--- src/rtl/set_cmd_pkg.sv ---
// Shared types and constants for the SET command issuer and its FIFO.
package set_cmd_pkg;

  localparam int DEFAULT_DEPTH   = 4;
  localparam int DEFAULT_TIMEOUT = 1024;

  localparam int CENTRAL_W = 24;
  localparam int RADIUS_W  = 12;
  localparam int MODE_W    = 2;
  localparam int CAND_W    = 8;
  localparam int TAG_W     = 8;
  localparam int WAIT_W    = 16;

  typedef enum logic [1:0] {
    ST_IDLE  = 2'd0,
    ST_ISSUE = 2'd1,
    ST_WAIT  = 2'd2
  } state_t;

  // One queued command: 24 + 12 + 2 = 38 bits.
  typedef struct packed {
    logic [CENTRAL_W-1:0] central;
    logic [RADIUS_W-1:0]  radius;
    logic [MODE_W-1:0]    mode;
  } cmd_t;

  localparam int CMD_W = $bits(cmd_t);

  function automatic cmd_t make_cmd(
    input logic [CENTRAL_W-1:0] central,
    input logic [RADIUS_W-1:0]  radius,
    input logic [MODE_W-1:0]    mode
  );
    cmd_t c;
    c.central = central;
    c.radius  = radius;
    c.mode    = mode;
    return c;
  endfunction

endpackage

--- src/rtl/set_cmd_fifo.sv ---
// Command FIFO: DEPTH entries (power of two), registered occupancy count,
// head presented combinationally on rdata. Push at full and pop at empty are dropped.
module set_cmd_fifo
  import set_cmd_pkg::*;
#(
  parameter int DEPTH = DEFAULT_DEPTH
) (
  input  logic                     clk,
  input  logic                     rst,
  input  logic                     push,
  input  logic                     pop,
  input  cmd_t                     wdata,
  output cmd_t                     rdata,
  output logic                     full,
  output logic                     empty,
  output logic [$clog2(DEPTH):0]   count
);

  localparam int PW = $clog2(DEPTH);
  localparam logic [PW:0] FULL_COUNT = (PW + 1)'(DEPTH);

  cmd_t          mem [DEPTH];
  logic [PW-1:0] wr_ptr;
  logic [PW-1:0] rd_ptr;
  logic          do_push;
  logic          do_pop;

  assign full    = (count == FULL_COUNT);
  assign empty   = (count == '0);
  assign do_push = push && !full;
  assign do_pop  = pop && !empty;
  assign rdata   = mem[rd_ptr];

  // Pointers wrap naturally because DEPTH is a power of two; count tracks occupancy.
  always_ff @(posedge clk or negedge rst) begin
    if (!rst) begin
      wr_ptr <= '0;
      rd_ptr <= '0;
      count  <= '0;
    end else begin
      if (do_push) begin
        wr_ptr <= wr_ptr + 1'b1;
      end
      if (do_pop) begin
        rd_ptr <= rd_ptr + 1'b1;
      end
      case ({do_push, do_pop})
        2'b10:   count <= count + 1'b1;
        2'b01:   count <= count - 1'b1;
        default: count <= count;
      endcase
    end
  end

  // Storage array needs no reset: reset empties the FIFO through the pointers.
  always_ff @(posedge clk) begin
    if (do_push) begin
      mem[wr_ptr] <= wdata;
    end
  end

endmodule

--- src/rtl/set_cmd_issuer.sv ---
// Buffers SET commands, issues them one at a time to the SET engine,
// waits for each result (with a timeout) and presents it tagged.
module set_cmd_issuer
  import set_cmd_pkg::*;
#(
  parameter int DEPTH   = DEFAULT_DEPTH,
  parameter int TIMEOUT = DEFAULT_TIMEOUT
) (
  input  logic                 clk,
  input  logic                 rst,
  input  logic                 cmd_valid,
  output logic                 cmd_ready,
  input  logic [CENTRAL_W-1:0] cmd_central,
  input  logic [RADIUS_W-1:0]  cmd_radius,
  input  logic [MODE_W-1:0]    cmd_mode,
  input  logic                 set_busy,
  input  logic                 set_valid,
  input  logic [CAND_W-1:0]    set_candidate,
  output logic                 set_en,
  output logic [CENTRAL_W-1:0] set_central,
  output logic [RADIUS_W-1:0]  set_radius,
  output logic [MODE_W-1:0]    set_mode,
  output logic                 res_valid,
  output logic [CAND_W-1:0]    res_candidate,
  output logic [TAG_W-1:0]     res_tag,
  output logic                 timeout_err,
  output logic                 idle
);

  localparam int               CW        = $clog2(DEPTH) + 1;
  localparam logic [WAIT_W-1:0] WAIT_LAST = WAIT_W'(TIMEOUT - 1);

  state_t            state;
  state_t            next_state;
  cmd_t              push_cmd;
  cmd_t              head_cmd;
  logic              push;
  logic              pop;
  logic              fifo_full;
  logic              fifo_empty;
  logic [CW-1:0]     fifo_count;
  logic [TAG_W-1:0]  tag_cnt;
  logic [TAG_W-1:0]  cur_tag;
  logic [WAIT_W-1:0] wait_cnt;
  logic              wait_last;
  logic              start_issue;

  assign push_cmd  = make_cmd(cmd_central, cmd_radius, cmd_mode);
  assign cmd_ready = !fifo_full;
  assign push      = cmd_valid && cmd_ready;
  assign pop       = (state == ST_ISSUE);
  assign idle      = fifo_empty && (state == ST_IDLE);
  assign wait_last = (wait_cnt == WAIT_LAST);

  set_cmd_fifo #(
    .DEPTH (DEPTH)
  ) u_fifo (
    .clk   (clk),
    .rst   (rst),
    .push  (push),
    .pop   (pop),
    .wdata (push_cmd),
    .rdata (head_cmd),
    .full  (fifo_full),
    .empty (fifo_empty),
    .count (fifo_count)
  );

  // FSM state register.
  always_ff @(posedge clk or negedge rst) begin
    if (!rst) begin
      state <= ST_IDLE;
    end else begin
      state <= next_state;
    end
  end

  // Next-state logic; start_issue marks the IDLE->ISSUE transition.
  always_comb begin
    next_state  = state;
    start_issue = 1'b0;
    case (state)
      ST_IDLE: begin
        if ((fifo_count != '0) && !set_busy) begin
          next_state  = ST_ISSUE;
          start_issue = 1'b1;
        end
      end
      ST_ISSUE: begin
        next_state = ST_WAIT;
      end
      ST_WAIT: begin
        if (set_valid || wait_last) begin
          next_state = ST_IDLE;
        end
      end
      default: begin
        next_state = ST_IDLE;
      end
    endcase
  end

  // Registered drive to the SET engine: pulse during ISSUE, payload held afterwards.
  always_ff @(posedge clk or negedge rst) begin
    if (!rst) begin
      set_en      <= 1'b0;
      set_central <= '0;
      set_radius  <= '0;
      set_mode    <= '0;
    end else begin
      set_en <= start_issue;
      if (start_issue) begin
        set_central <= head_cmd.central;
        set_radius  <= head_cmd.radius;
        set_mode    <= head_cmd.mode;
      end
    end
  end

  // Tag bookkeeping: the issued command keeps its tag until its result comes back.
  always_ff @(posedge clk or negedge rst) begin
    if (!rst) begin
      tag_cnt <= '0;
      cur_tag <= '0;
    end else if (state == ST_ISSUE) begin
      cur_tag <= tag_cnt;
      tag_cnt <= tag_cnt + 1'b1;
    end
  end

  // Wait-cycle counter runs from 0 while staying in WAIT, cleared otherwise.
  always_ff @(posedge clk or negedge rst) begin
    if (!rst) begin
      wait_cnt <= '0;
    end else if ((state == ST_WAIT) && (next_state == ST_WAIT)) begin
      wait_cnt <= wait_cnt + 1'b1;
    end else begin
      wait_cnt <= '0;
    end
  end

  // Result capture and sticky timeout; a result on the last wait cycle wins over the error.
  always_ff @(posedge clk or negedge rst) begin
    if (!rst) begin
      res_valid     <= 1'b0;
      res_candidate <= '0;
      res_tag       <= '0;
      timeout_err   <= 1'b0;
    end else begin
      res_valid <= 1'b0;
      if (state == ST_WAIT) begin
        if (set_valid) begin
          res_valid     <= 1'b1;
          res_candidate <= set_candidate;
          res_tag       <= cur_tag;
        end else if (wait_last) begin
          timeout_err <= 1'b1;
        end
      end
    end
  end

endmodule

--- config.mk ---
export PLATFORM = sky130hd
export DESIGN_NAME = set_cmd_issuer
export DESIGN_NICKNAME = d
export VERILOG_FILES = /design/src/rtl/set_cmd_pkg.sv /design/src/rtl/set_cmd_fifo.sv /design/src/rtl/set_cmd_issuer.sv
export SDC_FILE = /design/constraint.sdc
export NUM_CORES = 1
export LEC_CHECK = 0
export BUFFER_PORTS_ARGS = -buffer_cell sky130_fd_sc_hd__buf_2
export CORE_ASPECT_RATIO = 0.75
export CORE_MARGIN = 10
export CORE_UTILIZATION = 40
export DETAILED_ROUTE_END_ITERATION = 12
export PLACE_DENSITY_LB_ADDON = 0.25
export SYNTH_ARGS = -nofsm -noshare
export SYNTH_HDL_FRONTEND = slang
export SYNTH_SLANG_ARGS = --single-unit
--- constraint.sdc ---
create_clock -name clk -period 2.81 [get_ports clk]
set_input_delay 0.562 -clock clk [delete_from_list [all_inputs] [get_ports clk]]
set_output_delay 0.562 -clock clk [all_outputs]
set_load 0.03 [all_outputs]
Word-level counts from Yosys, hierarchy flattened
Memories as Yosys holds them, arrays and structs flattened. A register that Yosys moved wholly into a read port is not among the register bits.
Index checks and enable logic that the tools add are counted.
{ "word_totals": {"latch_bits": 0, "regBits": 60, "elab_cells": 55, "output_inout_bits": 59, "in_bits": 51, "memories": 1, "mem_bits_ro": 0, "mem_bits_rw": 152} }
{ "mem_list": {"columns": ["memory", "depth", "width", "read_ports", "rd_clocked_by_memory_dff", "write_ports", "line_no", "text"], "rows": [
  ["u_fifo.mem", 4, 38, 1, 1, 1, "set_cmd_fifo.sv:22", "cmd_t mem [DEPTH];"]
]} }
{ "op_classes": {"div_mod_pow": 0, "n_mux": 11, "magnitude_cmp": 0, "shift": 0, "bitwise": 1, "reduce_logical": 17, "eq_ne": 7, "add_sub_neg": 6, "mul": 0} }
{ "ops": {"columns": ["cell", "count"], "rows": [
  ["adder 16 x 1 -> 16 bit, second input constant", 1],
  ["equality test 16 x 10 -> 1 bit, second input constant", 1],
  ["two-way mux 16 bit", 1],
  ["adder 8 x 1 -> 8 bit, second input constant", 1],
  ["equality test 2 bit, second input constant", 3],
  ["logical AND 1 bit", 6],
  ["two-way mux 1 bit", 6],
  ["case mux 2 bit (3 select lines)", 1],
  ["case mux 3 bit (2 select lines)", 1],
  ["adder 2 x 1 -> 2 bit, second input constant", 2],
  ["equality test 2 x 1 -> 1 bit, second input constant", 2],
  ["zero test 1 bit", 4],
  ["two-way mux 2 bit", 2],
  ["adder 3 x 1 -> 3 bit, second input constant", 1],
  ["equality test 3 bit, second input constant", 1],
  ["zero test 3 bit", 1],
  ["AND reduction 3 bit", 1],
  ["nonzero test 3 bit", 1],
  ["subtractor 3 x 1 -> 3 bit, second input constant", 1],
  ["zero test 2 bit", 1],
  ["AND reduction 2 bit", 1],
  ["nonzero test 2 bit", 1],
  ["logical OR 1 bit", 1],
  ["NOT 1 bit", 1]
]} }

Depth between registers and ports, before layout
{ "depth": {"ltp_word": 7, "mapped_depth": 10, "mapped_depth_nobuf": 10} }

Cells and area by module
Synthesis repeated with hierarchy kept, for this count alone.
{ "unflattened": {"hier_cells": 542, "hier_area_um2": 9589.2} }
{ "modules_own_cells": {"columns": ["mod", "area_per_inst_um2", "cells_per_inst", "n_inst"], "rows": [
  ["set_cmd_fifo", 5959.5, 236, 1],
  ["set_cmd_issuer", 3629.7, 306, 1]
]} }

Worst setup path before layout
No wires, ideal clock.
{ "synth_path": {"kind": "reg-to-reg", "from": "reg u_fifo.count[0]", "to": "reg u_fifo.count[2]", "path_slack_ps": 597, "synth_period_minus_slack_ps": 2213, "t_arrival_ps": 2134, "stages_incl_launch_ff": 11, "n_path_buf": 0, "required_time_ps": 2731, "setup_ps": 79, "path_cell_list": "dfrtp_1 inv_1 nand3_1 and2_1 inv_1 ha_1 inv_1 fa_1 xor2_1 nor2_1 xor2_1"} }
{ "synth_via": {"elab_chain_cells": 6} }
{ "synth_lines": {"columns": ["item", "line_no", "text"], "rows": [
  ["start, declared", "set_cmd_fifo.sv:16", "output logic [$clog2(DEPTH):0] count"],
  ["start signal, assigned", "set_cmd_fifo.sv:48", "2'b10: count <= count + 1'b1;"],
  ["start signal, assigned", "set_cmd_fifo.sv:49", "2'b01: count <= count - 1'b1;"],
  ["start signal, assigned", "set_cmd_fifo.sv:50", "default: count <= count;"],
  ["equality test 3 bit (*)", "set_cmd_fifo.sv:28", "assign full = (count == FULL_COUNT);"],
  ["zero test 1 bit (*)", "set_cmd_issuer.sv:49", "assign cmd_ready = !fifo_full;"],
  ["named net cmd_ready", "set_cmd_issuer.sv:12", "output logic cmd_ready,"],
  ["logical AND 1 bit", "set_cmd_issuer.sv:50", "assign push = cmd_valid && cmd_ready;"],
  ["logical AND 1 bit (*)", "set_cmd_fifo.sv:30", "assign do_push = push && !full;"],
  ["equality test 2 x 1 -> 1 bit / equality test 2 bit (equally long branches)", "set_cmd_fifo.sv:47", "case ({do_push, do_pop})"],
  ["case mux 3 bit (2 select lines) / nonzero test 2 bit (equally long branches)", null, null]
]} }
The timed path passes the listed nets; every way through them passes the cells marked *.
A chain may end at the register's enable or synchronous reset.

Worst setup path in the final report
{ "layout_path": {"from": "reg u_fifo.count[0]", "to": "out idle"} }
{ "layout_via": {"elab_chain_cells": 2} }
{ "layout_lines": {"columns": ["item", "line_no", "text"], "rows": [
  ["zero test 3 bit", "set_cmd_fifo.sv:29", "assign empty = (count == '0);"],
  ["logical AND 1 bit", "set_cmd_issuer.sv:52", "assign idle = fifo_empty && (state == ST_IDLE);"],
  ["end, declared", "set_cmd_issuer.sv:27", "output logic idle"]
]} }
Every way passes these cells.

==> results.tsv <==
metric	value	unit
post_cts_buffers	0	
drive_above_1_share	0.362	
start_util	0.409	
worstSkewPairLatency	0.50	ns
yosysWarnings	0	
syn_area	9480	sq um
area_growth	19.7	%
r2r_start	u_fifo.count[0]$_DFFE_PN0P_	
antenna_found_initial	2	
drc	0	
fin_nets	726	
crit_path_end_kind	output pin	
grtUsageMet1	0.156	
dp_slack	0.711	ns
syn_area_per_cell	17.6	sq um
regToRegEndpoint	u_fifo.count[2]$_DFFE_PN0P_	
io_pins	110	
grt_max_degree	66	
ir_worst_vdd	0.000559	V
setup_tns	0	ns
drt_wl_total	19.2	mm
cp-start-kind	flop	
crit_end	idle	
core-area	23200	sq um
syn-instance-count	540	
multiInputGateArea	2340	sq um
async_flop_share	0.392	
clockBufferDepth	3	
max_freq	0.420	GHz
num_rows	48	
synth-edff-count	152	
dpl-instance-area	10500	sq um
path_class	flop to output pin	
dieWidth	198	um
cts_tree	done	
drv_cap	0	
cts_made_buffers	25	
skew	0.00783	ns
tightest_slew	0.706	ns
synth_cell_types	35	
grt_pass1_wl	30.4	mm
cts_root_buf	clkbuf_16	
vias	4952	
status	finished, final reports clean	
synth_ff_type	edfxtp_1	
wl_per_cell	19.4	um
ys_ff_latch	250	
viasPerCell	5.02	
gp_routability_congestion	0.756	
antenna_left	0	
hold_buffers	0	
port-buffer-count	109	
leakage	4.44	nW
drv_slew	0	
crit_chain	nor3_2 > nor3b_1 > buf_2	
critical_path_arrival	1.82	ns
htreeDepth	1	
grtUsageMet2	0.225	
dr.pass1.iters	4	
critical-path-top-delay-family	simple AND/OR/NAND/NOR gates	
hp-class	primary input to asynchronous set/reset pin	
seq_area	7020	sq um
clock-sinks	250	
fp.dieArea	30300	sq um
min_period_over_period	0.848	
ys_seq_area_frac	0.740	
hold_viol_final	0	
r2r_cells	10	
cts.repair.resized	0	
n_fill_cell	1978	
slowest_delay	0.41	ns
top_usage_layer	met2	
grt_use_total	0.127	
final_util	0.489	
chipHeight	153	um
path_max_fanout	4	
synthTopCellsByArea	edfxtp_1 48%, dfrtp_1 26%, mux4_2 9.0%, mux2_2 4.6%, nand2_1 3.3%	
cp.depth	3	
synth_top_area_share	0.482	
slowest_stage	dfrtp_1	
grt_pass1_vias	5400	
crit_buf_inv	1	
power_density	1100	nW/um^2
dr.first_iter.drc_count	210	
rsz0062_at_grt	no	
relSlewSlack	0.528	
final_area	11300	sq um
met3_usage	0.0248	
finalCriticalPeriod	2.38	ns
setup_viol	0	
required	2.25	ns
layout_common_cells	152 x edfxtp_1, 108 x buf_2, 96 x dfrtp_1	
final_common_cell	edfxtp_1	
critPathLaunch	u_fifo.count[0]$_DFFE_PN0P_	
dp_hpwl	11.7	mm
synth_top_area_cell	edfxtp_1	
syn_nets	599	
regToRegSetupSlack	0.69	ns
gr-total-overflow	0	
clk_pin_slew_worst_paths	0.06	ns
p_total	12.5	mW
setup_ws	0.427	ns
## synthesized netlist by cell type, types with 2 or more instances
cell      instances
and3_1            6
mux2_2           39
ha_1              7
nand3_1           9
nor3b_1           2
xor2_1            5
mux4_2           38
nand2_1          84
nor2_1           21
clkbuf_1          9
nor3_1            2
inv_1            11
xnor2_1          21
dfrtp_1          98
buf_2             7
buf_4             3
nor3_2            2
nor4_1            6
nand4_1           3
edfxtp_1        152
## state kept, by name, summed over array words and instances (netlist names), 2 cells and up
| signal | cells |
|---|---|
| res_candidate | 8 |
| u_fifo.count | 3 |
| u_fifo.mem | 152 |
| res_tag | 8 |
| cur_tag | 8 |
| u_fifo.rd_ptr | 2 |
| state | 2 |
| tag_cnt | 8 |
| set_radius | 12 |
| set_mode | 2 |
| wait_cnt | 16 |
| u_fifo.wr_ptr | 2 |
| set_central | 24 |
## cell families after synthesis
kind of cell | count (synthesis) | synth area share
adders and majority gates | 8 | 0.0114
xor gates and xnor gates | 26 | 0.0240
buffers and inverters | 31 | 0.0144
AOI/OAI and AO/OA | 4 | 0.00370
DFF | 250 | 0.740
muxes | 78 | 0.138
and+or+nand+nor | 143 | 0.0685
## area by class of cell
class / count / area share
inverter: 12 / 0.00397
sequential: 250 / 0.619
multi-input combinational: 259 / 0.206
tap: 300 / 0.0331
antenna: 2 / 0.000441
timing repair buffer: 119 / 0.0637
clock inverter: 12 / 0.0126
clock buffer: 33 / 0.0613
## per-stage QoR
| step | std cells | hold slack [ns] |
|---|---|---|
| after floorplan | 540 | 0.266 |
| after global placement | 940 | 0.451 |
| after detailed placement | 940 | 0.458 |
| after CTS | 985 | 0.0629 |
| after global routing | 985 | 0.0833 |
| final | 987 | 0.0479 |
## how the worst min path moves through the flow
stage | from | end | slack, ns | cells past startpoint
final | rst | res_candidate[4]$_DFFE_PN0P_ | 0.05 | 1
after global routing | rst | res_candidate[3]$_DFFE_PN0P_ | 0.08 | 1
after CTS | rst | res_candidate[4]$_DFFE_PN0P_ | 0.06 | 1
after detailed placement | res_candidate[0]$_DFFE_PN0P_ | res_candidate[0]$_DFFE_PN0P_ | 0.46 | 2
after global placement | res_candidate[4]$_DFFE_PN0P_ | res_candidate[4]$_DFFE_PN0P_ | 0.45 | 2
after floorplan | rst | cur_tag[0]$_DFFE_PN0N_ | 0.27 | 0
## worst reg2reg max path: cells and delay by family, from the launching register on
family,cells,cell delay (ns)
adder cells (fa/ha/maj),2,0.56
AND/OR/NAND/NOR,3,0.53
flip-flops,1,0.41
XOR/XNOR,2,0.31
buffers and inverters,3,0.24
## routing by layer
layer  vias to the layer above  part of all wire
met2                        82              0.51
met4                         0             0.019
met3                        24             0.040
met5                         -                 0
met1                      2593              0.43
li1                       2253                 -
## power by group
part	total, mW	switching [mW]	internal (mW)
Combinational	3.74	2.16	1.58
Clock	3.34	1.32	2.02
Sequential	5.44	0.521	4.92
Total	12.5	4.00	8.52
Note: power is estimated with default switching activity, not from simulation.
